**src/rtl/piano_pkg.sv**
```systemverilog
// Shared encodings for the piano autoplay sequencer: FSM state codes,
// the rest note and the {note, dur} song-table word layout.
package piano_pkg;

    typedef enum logic [2:0] {
        S_IDLE       = 3'd0,
        S_FETCH      = 3'd1,
        S_DECODE     = 3'd2,
        S_PLAY       = 3'd3,
        S_GAP        = 3'd4,
        S_LEARN_WAIT = 3'd5,
        S_PAUSE      = 3'd6,
        S_DONE       = 3'd7
    } seq_state_t;

    localparam int NOTE_REST = 0;

    // A table word is {note, dur} with dur in the low dur_w bits.
    function automatic int rom_dur(input int data, input int dur_w);
        return data & ((1 << dur_w) - 1);
    endfunction

    function automatic int rom_note(input int data, input int dur_w);
        return data >> dur_w;
    endfunction

    // A zero duration ends the song regardless of the note field.
    function automatic logic is_end_marker(input int dur);
        return dur == 0;
    endfunction

endpackage

```
**src/rtl/piano_tick_gen.sv**
```systemverilog
// Duration-unit prescaler: one tick every DIV enabled clocks; holds its
// count while disabled so a paused note resumes mid-tick.
module piano_tick_gen #(
    parameter int DIV = 10
) (
    input  logic clk,
    input  logic rst,
    input  logic clr,
    input  logic en,
    output logic tick
);

    localparam int CW = (DIV > 1) ? $clog2(DIV) : 1;

    logic [CW-1:0] cnt;

    assign tick = en && (cnt == CW'(DIV - 1));

    always_ff @(posedge clk or posedge rst) begin
        if (rst)
            cnt <= '0;
        else if (clr)
            cnt <= '0;
        else if (en)
            cnt <= tick ? '0 : cnt + 1'b1;
    end

endmodule

```
**src/rtl/autoplay_sequencer.sv**
```systemverilog
// Song sequencer for the piano autoplay path: walks the song table in ROM and
// drives note/note_on, with pause/resume, repeat and a key-gated learn mode.
module autoplay_sequencer
    import piano_pkg::*;
#(
    parameter int CLK_HZ    = 100_000_000,
    parameter int TICK_HZ   = 16,
    parameter int NUM_SONGS = 8,
    parameter int SONG_W    = 3,
    parameter int STEP_W    = 6,
    parameter int NOTE_W    = 4,
    parameter int DUR_W     = 4,
    parameter int GAP_TICKS = 1
) (
    input  logic                     clk,
    input  logic                     rst,
    input  logic                     start,
    input  logic                     back,
    input  logic                     pause,
    input  logic                     repeat_en,
    input  logic                     learn_en,
    input  logic [SONG_W-1:0]        song_sel,
    input  logic                     key_on,
    input  logic [NOTE_W-1:0]        key,
    output logic [SONG_W+STEP_W-1:0] rom_addr,
    input  logic [NOTE_W+DUR_W-1:0]  rom_data,
    output logic [NOTE_W-1:0]        note,
    output logic                     note_on,
    output logic [2:0]               state_o,
    output logic [STEP_W-1:0]        step_o,
    output logic [7:0]               err_cnt,
    output logic                     song_done
);

    localparam int DIV   = CLK_HZ / TICK_HZ;
    localparam int GAP_W = (GAP_TICKS > 1) ? $clog2(GAP_TICKS) : 1;
    localparam logic [GAP_W-1:0]  GAP_LAST = GAP_W'((GAP_TICKS > 0) ? GAP_TICKS - 1 : 0);
    localparam logic [NOTE_W-1:0] REST     = NOTE_W'(NOTE_REST);

    seq_state_t        state, ret, run_nxt, step_end;
    logic [SONG_W-1:0] song;
    logic              learn;
    logic [STEP_W-1:0] step;
    logic [DUR_W-1:0]  dcnt, dur_r;
    logic [GAP_W-1:0]  gcnt;
    logic              key_prev;
    logic              tick, tick_clr, tick_en;
    logic [NOTE_W-1:0] rom_note_f;
    logic [DUR_W-1:0]  rom_dur_f;

    assign rom_dur_f  = DUR_W'(rom_dur(int'(rom_data), DUR_W));
    assign rom_note_f = NOTE_W'(rom_note(int'(rom_data), DUR_W));

    assign tick_clr = (state == S_FETCH);
    assign tick_en  = (state == S_PLAY) || (state == S_GAP);

    piano_tick_gen #(.DIV(DIV)) u_tick (
        .clk  (clk),
        .rst  (rst),
        .clr  (tick_clr),
        .en   (tick_en),
        .tick (tick)
    );

    assign rom_addr = {song, step};
    assign state_o  = state;
    assign step_o   = step;

    // Where PLAY/GAP go on this clock; a coincident pause saves this as the
    // return state so no tick is lost when pause lands on a tick edge.
    assign step_end = (&step) ? S_DONE : S_FETCH;

    always_comb begin
        run_nxt = state;
        if (state == S_PLAY && tick && dcnt == DUR_W'(1))
            run_nxt = (GAP_TICKS == 0) ? step_end : S_GAP;
        else if (state == S_GAP && tick && gcnt == GAP_LAST)
            run_nxt = step_end;
    end

    always_ff @(posedge clk or posedge rst) begin
        if (rst) begin
            state     <= S_IDLE;
            ret       <= S_IDLE;
            song      <= '0;
            learn     <= 1'b0;
            step      <= '0;
            dcnt      <= '0;
            dur_r     <= '0;
            gcnt      <= '0;
            note      <= '0;
            note_on   <= 1'b0;
            song_done <= 1'b0;
            err_cnt   <= '0;
            key_prev  <= 1'b0;
        end else begin
            note_on   <= 1'b0;
            song_done <= 1'b0;
            key_prev  <= key_on;
            if (back) begin
                state <= S_IDLE;
            end else begin
                case (state)
                    S_IDLE: if (start) begin
                        // Out-of-range selections fall back to song 0.
                        song    <= (int'(song_sel) < NUM_SONGS) ? song_sel : '0;
                        learn   <= learn_en;
                        step    <= '0;
                        err_cnt <= '0;
                        state   <= S_FETCH;
                    end
                    S_FETCH: state <= S_DECODE;
                    S_DECODE: begin
                        note  <= rom_note_f;
                        dur_r <= rom_dur_f;
                        if (is_end_marker(int'(rom_dur_f))) begin
                            state     <= S_DONE;
                            song_done <= 1'b1;
                        end else if (learn && rom_note_f != REST) begin
                            state <= S_LEARN_WAIT;
                        end else begin
                            state   <= S_PLAY;
                            dcnt    <= rom_dur_f;
                            note_on <= (rom_note_f != REST);
                        end
                    end
                    S_PLAY, S_GAP: begin
                        if (state == S_PLAY && tick) dcnt <= dcnt - 1'b1;
                        if (state == S_GAP && tick)  gcnt <= gcnt + 1'b1;
                        if (state == S_PLAY && run_nxt == S_GAP) gcnt <= '0;
                        if (run_nxt == S_FETCH) step <= step + 1'b1;
                        if (pause) begin
                            state <= S_PAUSE;
                            ret   <= run_nxt;
                        end else begin
                            state     <= run_nxt;
                            note_on   <= (run_nxt == S_PLAY) && (note != REST);
                            song_done <= (run_nxt == S_DONE);
                        end
                    end
                    S_LEARN_WAIT: begin
                        if (pause) begin
                            state <= S_PAUSE;
                            ret   <= S_LEARN_WAIT;
                        end else if (key_on && !key_prev) begin
                            if (key == note) begin
                                state   <= S_PLAY;
                                dcnt    <= dur_r;
                                note_on <= 1'b1;
                            end else if (err_cnt != 8'hFF) begin
                                err_cnt <= err_cnt + 1'b1;
                            end
                        end
                    end
                    S_PAUSE: if (pause) begin
                        state     <= ret;
                        note_on   <= (ret == S_PLAY) && (note != REST);
                        song_done <= (ret == S_DONE);
                    end
                    S_DONE: begin
                        if (repeat_en) begin
                            step  <= '0;
                            state <= S_FETCH;
                        end else begin
                            state <= S_IDLE;
                        end
                    end
                    default: state <= S_IDLE;
                endcase
            end
        end
    end

endmodule
```
**config.mk**
```make
export PLATFORM = sky130hd
export DESIGN_NAME = autoplay_sequencer
export DESIGN_NICKNAME = d
export VERILOG_FILES = /design/src/rtl/piano_pkg.sv /design/src/rtl/piano_tick_gen.sv /design/src/rtl/autoplay_sequencer.sv
export SDC_FILE = /design/constraint.sdc
export NUM_CORES = 1
export LEC_CHECK = 0
export ABC_AREA = 1
export BUFFER_PORTS_ARGS = -buffer_cell sky130_fd_sc_hd__clkbuf_2
export CAP_MARGIN = 5
export CORE_MARGIN = 2
export CORE_UTILIZATION = 40
export DETAILED_ROUTE_END_ITERATION = 8
export PLACE_DENSITY_LB_ADDON = 0.08
export SLEW_MARGIN = 20
export SYNTH_ARGS = -nofsm -noshare
export SYNTH_HDL_FRONTEND = slang
export SYNTH_SLANG_ARGS = --single-unit
```
**constraint.sdc**
```tcl
create_clock -name clk -period 2.4 [get_ports clk]
set_input_delay 0.12 -clock clk [delete_from_list [all_inputs] [get_ports clk]]
set_output_delay 0.12 -clock clk [all_outputs]
set_load 0.02 [all_outputs]
```
Word level (Yosys, flattened, before mapping). Cells that the tools add are included.

Bits in registers: 63. Output and inout bits: 32.

$add $sub $neg: 5. Multiplexer cells: 53. Reduce and logical (&&, ||, !) cells: 32. Bitwise logic cells: 2. Eq/ne operators: 34.

Operators with widths (number): $mux 23 (3); $mux 3 (14); $mux 8 (5); $ne 2x2->1 const B (13); $mux 4 (6); $add 23x1->23 const B (1); $eq 23x23->1 const B (1); $eq 3x3->1 const B (7); $pmux 3 s7 (1); $mux 6 (3); $pmux 6 s3 (1); $pmux 8 s2 (1); $mux 1 (15); $eq 3x2->1 const B (4); $pmux 4 s3 (1); $logic_and 1x1->1 (10); $add 8x1->8 const B (1); $ne 4x4->1 const B (2); $ne 8x8->1 const B (1); $reduce_and 4->1 (2); $reduce_and 8->1 (1); $reduce_bool 2->1 (4); $reduce_bool 4->1 (2); $reduce_and 7->1 (1); 21 further kinds (26).

Longest topological paths before layout. Gate-level depths: netlist of run 1.

Word-level depth: 12. Mapped depth: 14.

Hierarchy. From an unflattened synthesis of run 1, not the netlist that was laid out.

Cell total of the unflattened synthesis: 589. Area total of the unflattened synthesis: 4219.0 um2.

By module, submodules not included: autoplay_sequencer (times used 1, cells each 364, area each 2662.6 um2, seq. area each 1001.0 um2); piano_tick_gen (times used 1, cells each 225, area each 1556.5 um2, seq. area each 575.6 um2).

Least setup slack after synthesis of run 1. No wires, ideal clock.

Path type: reg-to-reg. Start: register state[2], in the netlist state_o[2]. End: register err_cnt[4]. Setup time: 0.137 ns. Setup slack: 0.659 ns. Cell stages (with the launch flop): 13. Clock period less this slack: 1.741 ns. Data arrival time: 1.604 ns. Cell sequence: dfrtp_1 > buf_4 > nand2_2 > nor2_4 > inv_2 > nor2_2 > nor2_1 > nor3_4 > nand2_4 > nor2_8 > inv_2 > o21ai_0 > a21oi_1.

Longest elaborated chain between the ends: 3. Elaborated cells on any way between the ends: 10. Those cells by class: eq/ne: 6; mux: 1; reduce/logical: 3.

RTL lines: from (decl) (RTL line autoplay_sequencer.sv:40) `seq_state_t state, ret, run_nxt, step_end;`; from (signal assigned) (RTL line autoplay_sequencer.sv:136) `state <= run_nxt;`; from (signal assigned) (RTL line autoplay_sequencer.sv:156) `state <= ret;`; $eq 3x3->1 or $logic_not 3->1 (tied branches) (RTL line autoplay_sequencer.sv:103) `case (state)`; $ne 2x2->1 (no line) or $reduce_bool 2->1 (tied branches); $reduce_and 7->1 (no line); to (signal assigned) (RTL line autoplay_sequencer.sv:151) `err_cnt <= err_cnt + 1'b1;`; to (decl) (RTL line autoplay_sequencer.sv:31) `output logic [7:0] err_cnt,`.

Several ways; a longest one is shown, not always the timed one. A chain may end at the register's enable or synchronous reset.

Worst setup path after layout of run 1.
Start: register state[1], in the netlist state_o[1]. End: register state[1], in the netlist state_o[1].

Longest elaborated chain between the ends: 10. Elaborated cells on any way between the ends: 25. Those cells by class: eq/ne: 11; mux: 5; reduce/logical: 9.

RTL lines: $eq 3x2->1 or $eq 3x3->1 (tied branches); $logic_or 1x1->1 (RTL line autoplay_sequencer.sv:55) `assign tick_en = (state == S_PLAY) || (state == S_GAP);`; $logic_and 1x1->1 (RTL line piano_tick_gen.sv:17) `assign tick = en && (cnt == CW'(DIV - 1));`; $logic_and 1x1->1 (2 in series) (RTL line autoplay_sequencer.sv:77) `else if (state == S_GAP && tick && gcnt == GAP_LAST)`; $mux 3 (RTL line autoplay_sequencer.sv:77); $mux 3 (RTL line autoplay_sequencer.sv:75) `if (state == S_PLAY && tick && dcnt == DUR_W'(1))`; $mux 3 (RTL line autoplay_sequencer.sv:132) `if (pause) begin`; $pmux 3 s7 (RTL line autoplay_sequencer.sv:103); $mux 3 (RTL line autoplay_sequencer.sv:100) `if (back) begin`.

Several ways; a longest one is shown, not always the timed one.

==> summary.txt, run 1 <==
Detailed routing
  – Via count: 3721
  – Initial DRC count: around 210
  – Pre-antenna DRT Iters: 4
  – Drt wl/cell: 13.9 µm
  – DRC: 0
  – Antenna viol nets, final: 0
  – Via-to-Cell Ratio: 5.04
  – Final WL: approximately 10 mm

Clocking
  – Clk Latency, worst-skew pair: between 300 and 400 ps
  – Worst-path clk slew: 70 ps
  – CTS root buf: clkbuf_8
  – Resize count post-CTS: 0
  – Clk buf depth: 2
  – TritonCTS clock tree: yes
  – TritonCTS Buffers: 9
  – # H-tree levels: 3
  – Clock sink count: 63

Pwr
  – Part of the power in registers: 42.8%
  – Psw: 0.971 mW
  – Max IR drop VDD: around 450 µV
  – Part of the power in combinational logic: 20.9%
  – LEAKAGE: 2.29 nW
  – Power share of the clock group: 36.3%
  – Pwr dens: approximately 630 mW/mm²
  – Switching part of the total power: between 30% and 40%
  – Internal: 2.04 mW

Floorplan
  – Core ar.: between 0.009 and 0.01 mm²
  – Starting density of the core: around two fifths
  – # IOs: 55
  – Die height: 105 µm
  – Core Rows: 36
  – Die area: 0.0110 mm²
  – Die X: 105 µm

STA
  – Least-Margin Pin Slew: around 530 ps
  – Slew Limit Fails: 0
  – Hold Fails Final Rpt: 0
  – Setup total negative slack: 0 ps
  – Ratio of final minimum period to clock period: ~82%
  – F_max: around 0.5 GHz
  – Final Critical Period: 1980 ps
  – Clock skew: 9.57 ps
  – Hold_ws: 16.2 ps
  – Relative slew slack: between 60% and 70%
  – RSZ-0062 raised after global routing: no
  – Setup violators final: 0

Global route
  – Vias in the first global route: around 3800
  – Global route overflow: 0
  – First-pass GRT wire length: 18.0 mm
  – Antenna violations before repair: 0
  – Largest net degree at the start of global routing: 49
  – GRT Util Overall: 20.3%

Place
  – Port bufs: 54
  – DP HPWL: 7.67 mm
  – Placed cell count: between 700 and 800
  – Placer Congestion: 0.884

Worst setup path
  – Worst Setup End Kind: flop
  – Crit-path cells: nor2_1, nand2_1, nand2_4, inv_1, nor2_1, nand3_1, nand2_1, nand2_1, nand2_1, nand2_1, nand2_1, nand2_1
  – Crit-path max FO: 11
  – Crit path required time: 2640 ps
  – Crit path largest cell delay: 490 ps
  – Startpoint Class: flop
  – Most frequent CP cell: nand2_1
  – Slowest cell on the critical path: dfrtp_1
  – WP data arrival: between 2000 and 2500 ps
  – Setup CP Type: reg2reg

Status
  – Status: finished, final reports clean

Final layout
  – Share of layout cells above drive strength 1: approximately 22%
  – Sequential cell area: 0.00158 mm²
  – Non-filler cells, final: 738
  – # fillers: 1047
  – Final Net Count: 628
  – # diodes: 0
  – Area of the multi-input gates: 0.00212 mm²
  – Synthesis-to-layout area growth: 16.8%

Yosys
  – Post-synth top cells: nand2_1, inv_1, dfrtp_1
  – Yosys reg bits: 63
  – Sequential area share after synthesis: around two fifths
  – Cell accounting for the most synthesized area: dfrtp_1
  – Netlist Area Pre-Place: 0.00406 mm²
  – Syn_area_per_cell: 7.56 µm²
  – Synthesized instance count: 537
  – Synth warn: 0
  – Syn Nets: approximately 570
  – Post-synth top flop: dfrtp_1
  – Post-synth EDFFs: 0
  – Most common cell in the netlist: nand2_1
  – Async SR Flop Fraction: 100%
  – Share of the synthesized area in the top cell type: 38.8%
  – Netlist cell types: 41
  – Top cells by area, synth: dfrtp_1, nand2_1, inv_1, nor2_1, nand3_1

Min path
  – Hold crit path type: in2reg

Flow run
  – MaxCap Viol Count: 0
[critical path, delay by kind of cell (launching register included)]
family | cells | cell delay (ps)
flip-flops | 1 | 490
buffers and inverters | 1 | 220
AND/OR/NAND/NOR | 11 | 1160
[path summary, 6_finish.rpt]
| check | startpoint | to | slack (ps) | cells after the start |
|---|---|---|---|---|
| max | state_o[1]$_DFFE_PP0P_ | state_o[1]$_DFFE_PP0P_ | 420 | 12 |
| min | rom_data[7] | note[3]$_DFFE_PP0P_ | 20 | 2 |
| max reg2reg | state_o[1]$_DFFE_PP0P_ | state_o[1]$_DFFE_PP0P_ | 420 | 12 |
| min reg2reg | song[0]$_DFFE_PP0P_ | song[0]$_DFFE_PP0P_ | 480 | 2 |
| max in group asynchronous | rst | song_done$_DFF_PP0_ | 1520 | 4 |
| min in group asynchronous | rst | step_o[3]$_DFFE_PP0P_ | 270 | 3 |
[per-stage QoR]
stage,power [mW],cell area [µm²],util (%),worst slack (ps)
detailed placement,1.93,4440,45.2,436
floorplan,1.74,4060,-,659
finish,3.01,4740,48.3,421
global route,3.18,4740,48.3,217
CTS,3.03,4730,48.2,415
global placement,1.92,4440,45.2,400
[per-layer routing]
layer,track usage (%),wire length (µm),vias up
met5,0,0,-
met4,6.67,125,0
met3,4.93,387,10
met2,32.5,4890,69
met1,27.0,4840,1755
li1,-,-,1887
[power by group through the flow]
| stage | sequential [mW] | combinational [mW] | clock [mW] |
|---|---|---|---|
| final | 1.29 | 0.629 | 1.09 |
| after global routing | 1.30 | 0.701 | 1.17 |
| after CTS | 1.28 | 0.639 | 1.11 |
| after detailed placement | 1.30 | 0.628 | 0 |
| after global placement | 1.30 | 0.620 | 0 |
| after floorplan | 1.35 | 0.388 | 0 |
[kinds of logic (layout without fill, tap and decap cells)]
family	Yosys count	after routing	share of synthesized area [%]
simple gates	295	295	36.5
buf+inv	85	153	8.94
compound gates	71	71	9.99
flops	63	63	38.8
xor+xnor	12	12	2.59
mux	6	6	1.66
fa+ha+maj	5	5	1.54
[final cells by class]
type	instances	share of cell area, %
clock buffers	10	2.90
flip-flops and latches	63	33.2
multi-input cells	389	44.7
inverters	73	5.78
repair buffers	64	7.92
clock inverters	6	1.93
well taps	133	3.51
[sequential cells by signal, summed over array words and instances (netlist names)]
signal and cells:
dur_r 4, song 3, step_o 6, u_tick.cnt 23, ret 3, note_on 1, note 4, learn 1
err_cnt 8, key_prev 1, dcnt 4, state_o 3, gcnt 1, song_done 1
[cell usage in the layout, fill, tap and decap left out, drive strengths merged, types with 2 or more instances in the layout]
cell type / count
nand2: 144
inv: 74
nor2: 68
clkbuf: 64
dfrtp: 63
nand3: 38
o21ai: 30
a21oi: 19
nand4: 15
nor3: 13
nor4: 10
o22ai: 9
dlygate4sd3: 7
xor2: 6
mux2: 6
xnor2: 6
ha: 5
nor3b: 5
o31ai: 3
a31oi: 3
clkinvlp: 3
buf: 3
or2: 2
a221oi: 2
bufinv: 2
[what timing repair did]
item	CTS	global route
setup buffers	0	0
hold endpoints to repair	20	1
hold buffers	6	1
No activity file was read; power rests on OpenSTA's default activity.
==> run 2: changes to the inputs <==
clock period = 2 ns   (was 2.4 ns; I/O delays follow)
==> summary.txt, run 2 (synthesis gave the netlist of run 1 again) <==
Status
  – Status: finished, final reports clean

Clocking
  – TritonCTS clock tree: yes
  – CTS root buf: clkbuf_8
  – TritonCTS Buffers: 9 (unchanged)
  – Worst-path clk slew: 80 ps (about the same)
  – Clk Latency, worst-skew pair: 350 ps (about the same)
  – # H-tree levels: 3 (unchanged)
  – Clk buf depth: 2 (unchanged)
  – Clock sink count: 63 (unchanged)

Worst setup path
  – Crit path required time: 2240 ps (-400 ps)
  – FF-to-FF Start: u_tick.cnt[0]$_DFFE_PP0P_
  – Worst Setup SP: u_tick.cnt[0]$_DFFE_PP0P_
  – Setup CP Type: reg2reg
  – R2R Path End: step_o[3]$_DFFE_PP0P_
  – WP data arrival: 2150 ps (-70 ps)
  – Worst-case reg-to-reg path depth: 12 (unchanged)
  – Critical Path Sink: step_o[3]$_DFFE_PP0P_
  – Crit-path max FO: 7 (-4)
  – Reg-to-reg slack, setup: 100 ps (-320 ps)
  – Startpoint Class: flop
  – Worst Setup End Kind: flop

STA
  – Slew Limit Fails: 0 (unchanged)
  – Least-Margin Pin Slew: 513 ps (-21.0 ps)
  – Setup total negative slack: 0 ps (unchanged)
  – Clock skew: 9.34 ps (-0.226 ps)
  – F_max: 0.526 GHz (+4.1%)
  – Hold_ws: 25.6 ps (+9.37 ps)
  – Relative slew slack: 65.7% (+1.4 points)
  – Setup violators final: 0 (unchanged)
  – Hold Fails Final Rpt: 0 (unchanged)
  – RSZ-0062 raised after global routing: yes
  – Ratio of final minimum period to clock period: 95.1% (+13 points)
  – Final Critical Period: 1900 ps (-77.2 ps)

Floorplan
  – Die area: 0.0110 mm² (unchanged)
  – Die height: 105 µm (unchanged)
  – Die X: 105 µm (unchanged)
  – # IOs: 55 (unchanged)
  – Starting density of the core: 41.3% (unchanged)
  – Core ar.: 0.00982 mm² (unchanged)
  – Core Rows: 36 (unchanged)

Final layout
  – Max FFs per register: 23 (unchanged)
  – Sequential cell area: 0.00158 mm² (about the same)
  – # fillers: 1028 (-1.8%)
  – Most common cell after layout, fill and taps aside: nand2_1
  – Synthesis-to-layout area growth: 20.8%
  – # diodes: 0 (unchanged)
  – Register name with the most flops: u_tick.cnt
  – Finished Core Util: 49.9% (+1.6 points)
  – Final Net Count: 642 (+2.2%)
  – Finished Cell Area: 0.00490 mm² (+3.4%)
  – Area of the multi-input gates: 0.00219 mm² (+3.4%)
  – Share of layout cells above drive strength 1: 26.3% (+4.0 points)
  – Most frequent cells in the layout: nand2_1, dfrtp_1, inv_1, clkbuf_2, nor2_1

Pwr
  – LEAKAGE: 2.36 nW (+3.2%)
  – Part of the power in combinational logic: 22.8% (+1.9 points)
  – Total power: 3.48 mW (+16%)
  – Pwr dens: 709 mW/mm² (+12%)
  – Power share of the clock group: 32.7% (-3.6 points)
  – Psw: 1.18 mW (+21%)
  – Internal: 2.30 mW (+13%)
  – Part of the power in registers: 44.6% (+1.8 points)
  – Max IR drop VDD: 471 µV (+3.7%)
  – Switching part of the total power: 33.9% (+1.6 points)

Flow run
  – MaxCap Viol Count: 0 (unchanged)

Global route
  – Vias in the first global route: 3678 (-2.6%)
  – GRT Util Overall: 20.1% (-0.19 points)
  – Global route overflow: 0 (unchanged)
  – Antenna violations before repair: 0 (unchanged)
  – First-pass GRT wire length: 17.8 mm (-0.96%)
  – Largest net degree at the start of global routing: 64 (+31%)

Place
  – Placer Congestion: 0.896 (+1.3%)
  – Port bufs: 54 (unchanged)
  – DP Area: 0.00450 mm² (+1.4%)
  – DP HPWL: 7.74 mm (+0.90%)

Detailed routing
  – Drt wl/cell: 14.1 µm (+1.8%)
  – Pre-antenna DRT Iters: 4 (unchanged)
  – Via-to-Cell Ratio: 5.06 (+0.27%)
  – DRC: 0 (unchanged)
  – Initial DRC count: 161 (-23%)
  – Antenna viol nets, final: 0 (unchanged)
  – Via count: 3802 (+2.2%)
  – Final WL: 10.6 mm (+3.7%)

Min path
  – Hold crit path type: in2reg
[run 2: critical path: stages, from the launching register on]
cell	delay [ps]
dfrtp_1	410
ha_2	200
nand2_2	70
nor2_4	130
nand4_1	120
nor2_2	130
nand4_1	180
nand2_2	150
nor2_2	60
nand2_4	150
nand2_8	90
nand2_2	60
nand2_1	40
[run 2: how the worst min path moves through the flow]
stage	start	to	slack (ps)	depth (start not counted)
final	rom_data[5]	note[1]$_DFFE_PP0P_	30	2
after global routing	rom_data[5]	note[1]$_DFFE_PP0P_	30	2
after CTS	rom_data[5]	note[1]$_DFFE_PP0P_	4	2
after detailed placement	rst	u_tick.cnt[15]$_DFFE_PP0P_	200	3
after global placement	rst	u_tick.cnt[15]$_DFFE_PP0P_	180	3
after floorplan	key_on	key_prev$_DFF_PP0_	130	0
[run 2: through the flow]
step	worst slack, ps	instances
2_1_floorplan	259	537
3_3_place_gp	110	723
3_5_place_dp	77.5	723
4_1_cts	61.3	748
5_1_grt	-76.6	752
6_report	97.7	752
[run 2: per-layer routing]
metal | GRT usage [%] | vias up | wire [µm]
li1 | - | 1919 | -
met1 | 26.3 | 1770 | 4770
met2 | 32.7 | 94 | 5140
met3 | 3.62 | 19 | 480
met4 | 8.19 | 0 | 234
met5 | 0 | - | 0
[run 2: power groups by stage]
stage	Sequential, mW	Clock [mW]	Combinational, mW
global placement	1.57	0	0.756
detailed placement	1.57	0	0.763
finish	1.55	1.14	0.791
global route	1.58	1.22	0.886
floorplan	1.62	0	0.466
CTS	1.55	1.17	0.781
[run 2: layout make-up]
type / instances / area share, %
Clock buffer: 10 / 2.60
Clock inverter: 6 / 1.25
Inverter: 73 / 5.66
Multi-Input combinational cell: 389 / 44.7
Sequential cell: 63 / 32.2
Tap cell: 133 / 3.39
Timing Repair Buffer: 78 / 10.2
[run 2: timing repair]
action                                  CTS  global route
endpoints found under the setup margin    0            29
hold endpoints to repair                 71             1
gates resized for setup                   0            23
setup buffers                             0             3
hold buffers                              9             1
